`config.mk`:
```
export PLATFORM = sky130hd
export DESIGN_NAME = control_pipe
export DESIGN_NICKNAME = d
export VERILOG_FILES = /design/src/rtl/control_pipe.sv
export SDC_FILE = /design/constraint.sdc
export NUM_CORES = 1
export LEC_CHECK = 0
export BUFFER_PORTS_ARGS = -buffer_cell sky130_fd_sc_hd__buf_2
export CORE_AREA = 4 4 41 43
export DETAILED_ROUTE_END_ITERATION = 7
export DIE_AREA = 0 0 45 47
export HOLD_SLACK_MARGIN = 0.1
export PLACE_DENSITY = 0.78
export SYNTH_ARGS = -nofsm -noshare
export SYNTH_HDL_FRONTEND = slang
export SYNTH_SLANG_ARGS = --single-unit
```
`constraint.sdc`:
```
create_clock -name clk_i -period 2.35 [get_ports clk_i]
set_input_delay 0 -clock clk_i [delete_from_list [all_inputs] [get_ports clk_i]]
set_output_delay 0 -clock clk_i [all_outputs]
set_load 0.005 [all_outputs]
```
`src/rtl/control_pipe.sv`:
```
// Registered ID-stage control decoder driving the ID/EX bundle, with bubble insertion and illegal-opcode flagging.
// Optional macro CTRL_MULDIV_EN enables M-extension decode and the busy FSM that stalls the front end.
module control_pipe #(
   parameter int MULDIV_LAT = 4,
   parameter int CNT_W      = 4
) (
   input  logic       clk_i,
   input  logic       rst_i,
   input  logic       Valid_i,
   input  logic [6:0] Op_i,
   input  logic [6:0] Funct7_i,
   input  logic       Hazard_i,
   input  logic       Flush_i,
   output logic       RegWrite_o,
   output logic       MemtoReg_o,
   output logic       MemRead_o,
   output logic       MemWrite_o,
   output logic [1:0] ALUOp_o,
   output logic       ALUSrc_o,
   output logic       Branch_o,
   output logic       Jump_o,
   output logic       MulDiv_o,
   output logic       Valid_o,
   output logic       Stall_o,
   output logic       Illegal_o
);

   // bundle order: RegWrite, MemtoReg, MemRead, MemWrite, ALUOp[1:0], ALUSrc, Branch, Jump
   logic [8:0] bundle_d, bundle_q;
   logic       known_d;
   logic       is_md_d;
   logic       issue_d;
   logic       valid_q;
   logic       illegal_q;

   always_comb begin
      bundle_d = '0;
      known_d  = 1'b1;
      case (Op_i)
         7'b0110011: bundle_d = 9'b1000_01_000;
         7'b0010011: bundle_d = 9'b1000_10_100;
         7'b0000011: bundle_d = 9'b1110_00_100;
         7'b0100011: bundle_d = 9'b0001_00_100;
         7'b1100011: bundle_d = 9'b0000_11_010;
         7'b1101111,
         7'b1100111: bundle_d = 9'b1000_00_101;
         7'b0110111,
         7'b0010111: bundle_d = 9'b1000_00_100;
         default:    known_d  = 1'b0;
      endcase
      is_md_d = (Op_i == 7'b0110011) && (Funct7_i == 7'b0000001);
      issue_d = Valid_i && !Hazard_i && !Flush_i;
   end

`ifdef CTRL_MULDIV_EN
   // state | meaning
   // IDLE  | decoding and issuing normally
   // BUSY  | mul/div occupying EX; front end stalled, bubbles issued
   typedef enum logic {IDLE, BUSY} state_t;

   state_t           state_q;
   logic [CNT_W-1:0] cnt_q;
   logic             muldiv_q;

   always_ff @(posedge clk_i) begin
      if (!rst_i) begin
         state_q   <= IDLE;
         cnt_q     <= '0;
         bundle_q  <= '0;
         valid_q   <= 1'b0;
         muldiv_q  <= 1'b0;
         illegal_q <= 1'b0;
      end else begin
         bundle_q  <= '0;
         valid_q   <= 1'b0;
         muldiv_q  <= 1'b0;
         illegal_q <= 1'b0;
         if (Flush_i) begin
            state_q <= IDLE;
            cnt_q   <= '0;
         end else if (state_q == BUSY) begin
            if (cnt_q == '0) state_q <= IDLE;
            else             cnt_q   <= cnt_q - 1'b1;
         end else if (issue_d) begin
            if (!known_d) begin
               illegal_q <= 1'b1;
            end else begin
               bundle_q <= bundle_d;
               valid_q  <= 1'b1;
               if (is_md_d) begin
                  muldiv_q <= 1'b1;
                  // counter starts at LAT-2 so the stall spans LAT-1 cycles
                  if (MULDIV_LAT > 1) begin
                     state_q <= BUSY;
                     cnt_q   <= CNT_W'(MULDIV_LAT - 2);
                  end
               end
            end
         end
      end
   end

   assign Stall_o  = (state_q == BUSY);
   assign MulDiv_o = muldiv_q;
`else
   always_ff @(posedge clk_i) begin
      if (!rst_i) begin
         bundle_q  <= '0;
         valid_q   <= 1'b0;
         illegal_q <= 1'b0;
      end else begin
         bundle_q  <= '0;
         valid_q   <= 1'b0;
         illegal_q <= 1'b0;
         if (issue_d) begin
            // without M support a mul/div encoding is just another unknown instruction
            if (!known_d || is_md_d) begin
               illegal_q <= 1'b1;
            end else begin
               bundle_q <= bundle_d;
               valid_q  <= 1'b1;
            end
         end
      end
   end

   assign Stall_o  = 1'b0;
   assign MulDiv_o = 1'b0;
`endif

   assign {RegWrite_o, MemtoReg_o, MemRead_o, MemWrite_o, ALUOp_o,
           ALUSrc_o, Branch_o, Jump_o} = bundle_q;
   assign Valid_o   = valid_q;
   assign Illegal_o = illegal_q;

endmodule

```
; Word-level counts from Yosys, hierarchy flattened
; Cells that the tools add are included.
; Widths: inputs -> output; s select.
[word_totals]
ff_bits = 11
out_inout_bits = 13
wordCells = 31
[op_classes]
n_eq_ne = 10
muxes = 4
n_bitwise = 2
n_reduce_logical = 12
[ops]
columns = op, count
row1 = $pmux 9 s7, 1
row2 = $eq 7x6->1 const B, 3
row3 = $eq 7x7->1 const B, 3
row4 = $eq 7x5->1 const B, 2
row5 = $reduce_or 9->1, 1
row6 = $eq 7x1->1 const B, 1
row7 = $eq 7x2->1 const B, 1
row8 = $reduce_or 2->1, 2
row9 = $logic_and 1x1->1, 3
row10 = $logic_not 1->1, 3
row11 = $mux 1, 3
row12 = $reduce_or 3->1, 1
row13 = $not 1->1, 2
row14 = $reduce_and 2->1, 1
row15 = $logic_or 1x1->1, 1

; Longest topological paths before layout
; Gate-level depths: netlist of the first run.
[logic_depth]
depth_word = 6
mapped_depth = 5
ltp_nobuf = 4

; Worst setup path after synthesis of the first run
; No wires, ideal clock.
[synth_timing]
kind = input to register
start = input Op_i[4]
end = register illegal_q (netlist: Illegal_o)
setup_ns = 0.115
t_arrival_ns = 0.832
required_time_ns = 2.235
path_slack_ns = 1.403
cell_stages = 5
cell_sequence = buf_2 nand2b_4 a221oi_4 o211ai_2 and2_1
[synth_between]
elab_chain_cells = 6
[synth_lines]
columns = element, line_no
row1 = "start, declared", 10  ; input logic [6:0] Op_i,
row2 = "$eq 7x6->1, or another cell as far along", "39, 51"
row3 = $reduce_or 9->1 (no source line), -
row4 = $mux 1, 39  ; case (Op_i)
row5 = $logic_not 1->1, 117  ; if (!known_d || is_md_d) begin
row6 = $logic_or 1x1->1 *, 117
row7 = $mux 1 *, 117
row8 = "end signal, assigned", 110  ; illegal_q <= 1'b0;
row9 = "end signal, assigned", 114  ; illegal_q <= 1'b0;
row10 = "end signal, assigned", 118  ; illegal_q <= 1'b1;
row11 = "end, declared", 34  ; logic illegal_q;
; Mark *: on every way between the ends. The rest lies on a longest branch, timed or not.
; A chain may end at the register's enable or synchronous reset.

; Final worst setup path of the first run
[layout_timing]
start = input Op_i[0]
end = register bundle_q[7]
[layout_between]
elab_chain_cells = 6
[layout_lines]
columns = element, line_no
row1 = "$eq 7x6->1, or another cell as far along", "39, 51"
row2 = $reduce_or 9->1 (no source line), -
row3 = $mux 1, 39
row4 = $logic_not 1->1, 117
row5 = $logic_or 1x1->1, 117
row6 = $reduce_or 3->1 (no source line), -
row7 = "end signal, assigned", 120  ; bundle_q <= bundle_d;
row8 = "end, declared", 29  ; logic [8:0] bundle_d, bundle_q;
; Several ways; a longest one is shown, not always the timed one.

==> results.json, run 1 <==
{
  "swShare_pct": 24.0,
  "finalWorstSetupSlack_ns": 0.721,
  "grt_pass1_vias": 428,
  "ys_ff_latch": 10,
  "syn_avg_cell_area_um2": 9.70,
  "path_clk_slew_ns": 0.07,
  "wl_per_cell_um": 13.2,
  "place_area_um2": 649,
  "numCtsBuffers": 3,
  "die-area_um2": 2120,
  "area_delta_synth_final_pct": 44.3,
  "endpoint_kind": "flop",
  "drive_gt1_share_pct": 43.2,
  "crit_type": "primary input to flop",
  "grt_pass1_wl_mm": 1.88,
  "top_level_ports": 32,
  "clkPwrFrac_pct": 33.2,
  "crit_path_max_incr_delay_ns": 0.57,
  "grt_use_total_pct": 13.4,
  "tns_ns": 0,
  "die_y_um": 47,
  "io_buffers": 29,
  "cpMostUsedCell": "dlygate4sd3_1",
  "htree_levels": 1,
  "yosysWarnings": 0,
  "cp_slowest_cell": "dlygate4sd3_1",
  "crit_path_max_fanout": 3,
  "tritoncts": "built",
  "min_path_type": "primary input to flop",
  "synthArstFlopShare_pct": 0,
  "syn-cell-area_um2": 514,
  "finalCritPeriodShare_pct": 69.3,
  "synth_edf_count": 0,
  "cp_top_family": "buffers and inverters",
  "rows": 13,
  "clockBufferDepth": 2,
  "totalWireLength_mm": 1.36,
  "crit_buf_inv": 3,
  "power.internal_uw": 258,
  "netlist_instances": 53,
  "p_switching_uw": 81.4,
  "status": "finished clean",
  "yosysSeqAreaShare_pct": 38.9,
  "viasPerCell": 4.74,
  "final_max_slew_viol_count": 0,
  "rsz0062_at_grt": "no",
  "hold_viol": 0,
  "power_density_nw_per_um2": 457,
  "drtPass1Iterations": 4,
  "critical_path.cell_chain": "dlygate4sd3_1 -> buf_2 -> nand4bb_4 -> or2_1 -> nor4_1 -> dlygate4sd3_1",
  "mostFrequentLayoutCells": "29 x buf_2, 10 x dfxtp_1, 7 x nor2_1, 7 x dlygate4sd3_1",
  "p_comb_share_pct": 16.6,
  "utilization_pct": 57.0,
  "fin_nets": 109,
  "vias": 488,
  "ant_nets": 0,
  "synth_cell_types": 27,
  "design_area_um2": 742,
  "initial_core_util_pct": 39.5,
  "crit_path_start_kind": "primary input",
  "seqPwrFrac_pct": 50.2,
  "fp.dieW_um": 45,
  "grt_antenna_before_repair": 0,
  "drc": 0,
  "overflow": 0,
  "layout_commonest_cell": "buf_2",
  "fmax_ghz": 0.614,
  "grt_max_degree": 11,
  "gp_congestion": 0.869,
  "crit_required_ns": 2.55,
  "clock-sinks": 10,
  "drt-initial-drc-count": 8,
  "cts_resized": 0,
  "arrival_ns": 1.83,
  "setup_viol_count_final": 0,
  "root_buffer": "clkbuf_4",
  "peakVddDrop_mv": 0.129,
  "fin_crit_ns": 1.63,
  "diodes": 0,
  "synth_flop_cell": "dfxtp_1",
  "core_um2": 1300,
  "total_leakage_power_nw": 0.350,
  "drv_cap": 0,
  "place_ws_ns": 1.29
}
power groups by stage:
stage               clock, mW  combinational, mW  sequential (mW)
global route            0.124             0.0606            0.170
CTS                     0.112             0.0552            0.170
finish                  0.113             0.0563            0.170
floorplan                   0             0.0282            0.174
global placement            0             0.0463            0.174
detailed placement          0             0.0480            0.174
through the flow:
step,hold WS [ns],power (mW),instances
6_report,0.117,0.339,103
5_1_grt,0.137,0.355,103
4_1_cts,0.112,0.338,103
3_5_place_dp,0.314,0.222,93
3_3_place_gp,0.306,0.220,93
2_1_floorplan,0.0787,0.202,54
cells in the mapped netlist (2+ instances only):
master,n,area [µm²]
nor2_1,7,26.3
or2_1,2,12.5
nand3b_1,2,15.0
buf_2,2,10.0
nand3_1,3,15.0
nor4_1,2,12.5
nand2_1,3,11.3
buf_4,3,22.5
inv_1,2,7.51
dfxtp_1,10,200
worst paths after layout:
kind | slack, ns | end | cells after the start | startpoint
max | 0.72 | bundle_q[7] | 6 | Op_i[0]
min | 0.12 | bundle_q[2] | 3 | Op_i[1]
cell type report:
class	instances	area (µm²)
well taps	15	18.8
inverters	2	7.51
flip-flops and latches	10	200
repair buffers	36	215
clock buffers	3	22.5
multi-input cells	37	278
fillers	129	559
logic make-up (layout without fill, tap and decap cells):
group | count (synthesis) | after routing | synth area share, %
AO/OA/AOI/OAI | 7 | 7 | 15.1
XOR/XNOR | 1 | 1 | 1.70
buffers and inverters | 7 | 41 | 7.79
flip-flops | 10 | 10 | 38.9
other | 1 | 2 | 0.729
AND/OR/NAND/NOR | 27 | 27 | 35.8
metal layers:
| metal | routed length, µm | up-vias | global-route usage, % |
|---|---|---|---|
| met5 | 0 | - | 0 |
| li1 | - | 251 | - |
| met4 | 20 | 0 | 11.7 |
| met1 | 518 | 215 | 14.1 |
| met3 | 97 | 2 | 4.21 |
| met2 | 727 | 20 | 21.8 |
registers in the layout, summed over array words and instances, names as in the netlist:
name / flops
Illegal_o: 1
Valid_o: 1
bundle_q: 8
timing repair:
| action | 4_1_cts | 5_1_grt |
|---|---|---|
| hold buffers | 7 | 0 |
| endpoints found under the setup margin | 0 | 0 |
| endpoints found under the hold margin | 7 | 0 |
| buffers inserted | 0 | 0 |
(Power assumes the default switching activity.)
==> inputs of run 2 (changes only) <==
Clock period 2.35 ns to 1.7 ns, I/O delays scaled along.
==> run 2 against run 1 <==
Utilization increased by 0.48 points. Final area up 0.84%. Non-clock buffer count unchanged. Combinational power is 39% higher. Final cell count is the same. First-iteration DRC count down 13%. Critical path depth stayed put. Largest cell class unchanged. Highest routed layer unchanged.
==> results.json, run 2 (synthesized netlist as in run 1, its figures left out) <==
{
  "status": "finished clean",
  "overflow": 0,
  "grt_pass1_wl_mm": 1.88,
  "grt_antenna_before_repair": 0,
  "numCtsBuffers": 3,
  "cp_slowest_cell": "dlygate4sd3_1",
  "crit_path_max_fanout": 3,
  "rows": 13,
  "tritoncts": "built",
  "drc": 0,
  "grt_use_total_pct": 13.2,
  "min_path_type": "primary input to flop",
  "die_y_um": 47,
  "mostFrequentLayoutCells": "29 x buf_2, 10 x dfxtp_1, 7 x nor2_1, 7 x dlygate4sd3_1",
  "ant_nets": 0,
  "area_delta_synth_final_pct": 45.5,
  "totalWireLength_mm": 1.29,
  "final_max_slew_viol_count": 0,
  "crit_path_max_incr_delay_ns": 0.56,
  "cp_top_family": "buffers and inverters",
  "crit_required_ns": 1.90,
  "root_buffer": "clkbuf_4",
  "initial_core_util_pct": 39.5,
  "cpMostUsedCell": "dlygate4sd3_1",
  "grt_use_met3_pct": 3.45,
  "endpoint_kind": "flop",
  "hold_viol": 0,
  "swShare_pct": 23.0,
  "drive_gt1_share_pct": 44.3,
  "finalCritPeriodShare_pct": 94.2,
  "drv_cap": 0,
  "p_switching_uw": 106,
  "place_ws_ns": 0.628,
  "fmax_ghz": 0.625,
  "regMostFlops": "bundle_q",
  "total_leakage_power_nw": 0.350,
  "tns_ns": 0,
  "crit_buf_inv": 3,
  "path_clk_slew_ns": 0.06,
  "rsz0062_at_grt": "no",
  "seqPwrFrac_pct": 50.9,
  "place_hpwl_um": 975,
  "crit_type": "primary input to flop",
  "io_buffers": 29,
  "viasPerCell": 4.80,
  "crit_path_start_kind": "primary input",
  "p_comb_share_pct": 16.9,
  "clkPwrFrac_pct": 32.2,
  "whs_path_depth": 3,
  "clock-sinks": 10,
  "grt_pass1_vias": 443,
  "wl_per_cell_um": 12.6,
  "drt-initial-drc-count": 7,
  "hp-start": "Op_i[1]",
  "layout_commonest_cell": "buf_2",
  "top_level_ports": 32,
  "grt-busiest-layer": "met2",
  "fin_crit_ns": 1.60,
  "htree_levels": 1,
  "fp.dieW_um": 45,
  "gr-usage-met2_pct": 21.5,
  "grtUsageMet1_pct": 14.1,
  "core_um2": 1300,
  "power.internal_uw": 356,
  "grt_max_degree": 11,
  "largest_reg_flops": 8,
  "die-area_um2": 2120,
  "finalWorstSetupSlack_ns": 0.0992,
  "setup_viol_count_final": 0,
  "fin_nets": 109,
  "diodes": 0,
  "dp.cells": 93,
  "clockBufferDepth": 2,
  "critical_path.cell_chain": "dlygate4sd3_1 -> buf_2 -> nand4bb_4 -> or2_1 -> nor4_2 -> dlygate4sd3_1",
  "finalNonFillerCells": 103,
  "peakVddDrop_mv": 0.189,
  "gp_congestion": 0.869,
  "power_density_nw_per_um2": 619,
  "drtPass1Iterations": 4,
  "arrival_ns": 1.80,
  "vias": 494,
  "hold_path_end": "bundle_q[8]"
}
[run 2: tightest hold or removal path, delay by kind of cell]
| kind | cells | cell delay (ns) |
|---|---|---|
| compound gates | 1 | 0.05 |
| buf+inv | 1 | 0.13 |
| simple gates | 1 | 0.14 |
[run 2: how the worst max path moves through the flow]
stage                     slack [ns]     from  cells after the start     endpoint
after floorplan                 0.75  Op_i[4]                      5    Illegal_o
after global placement          0.64  Op_i[3]                      5  bundle_q[1]
after detailed placement        0.63  Op_i[3]                      5  bundle_q[3]
after CTS                       0.11  Op_i[0]                      6  bundle_q[7]
after global routing            0.02  Op_i[0]                      6  bundle_q[7]
final                            0.1  Op_i[0]                      6  bundle_q[7]
[run 2: layout make-up]
cell class                 instances  area [µm²]
timing repair buffer              36         215
inverter                           2        7.51
multi-input combinational         37         284
fill                             128         553
tap                               15        18.8
sequential                        10         200
clock buffer                       3        22.5
[run 2: layer usage]
metal | up-vias | share of wire, % | wire length (µm)
li1 | 253 | - | -
met1 | 214 | 38 | 490
met2 | 23 | 52 | 667
met3 | 4 | 8.3 | 108
met4 | 0 | 2.1 | 27
met5 | - | 0 | 0
[run 2: power groups by stage]
stage	Clock (mW)	Sequential (mW)	Combinational, mW
2_1_floorplan	0	0.241	0.0390
3_5_place_dp	0	0.241	0.0662
4_1_cts	0.154	0.235	0.0762
6_report	0.149	0.235	0.0784
3_3_place_gp	0	0.241	0.0640
5_1_grt	0.168	0.235	0.0854
[run 2: per-stage QoR]
stage	util, %	instance area (µm²)	total power, mW	hold slack [ns]
after global routing	57.5	748	0.488	0.123
after floorplan	-	518	0.280	0.0787
after CTS	57.0	742	0.466	0.107
after detailed placement	49.9	649	0.307	0.312
after global placement	49.9	649	0.304	0.306
final	57.5	748	0.463	0.122
[run 2: what timing repair did]
item,in CTS,in global routing
hold buffers,7,0
endpoints found under the hold margin,8,0
setup endpoints to repair,0,1
buffers inserted,0,0
resized for setup,0,1
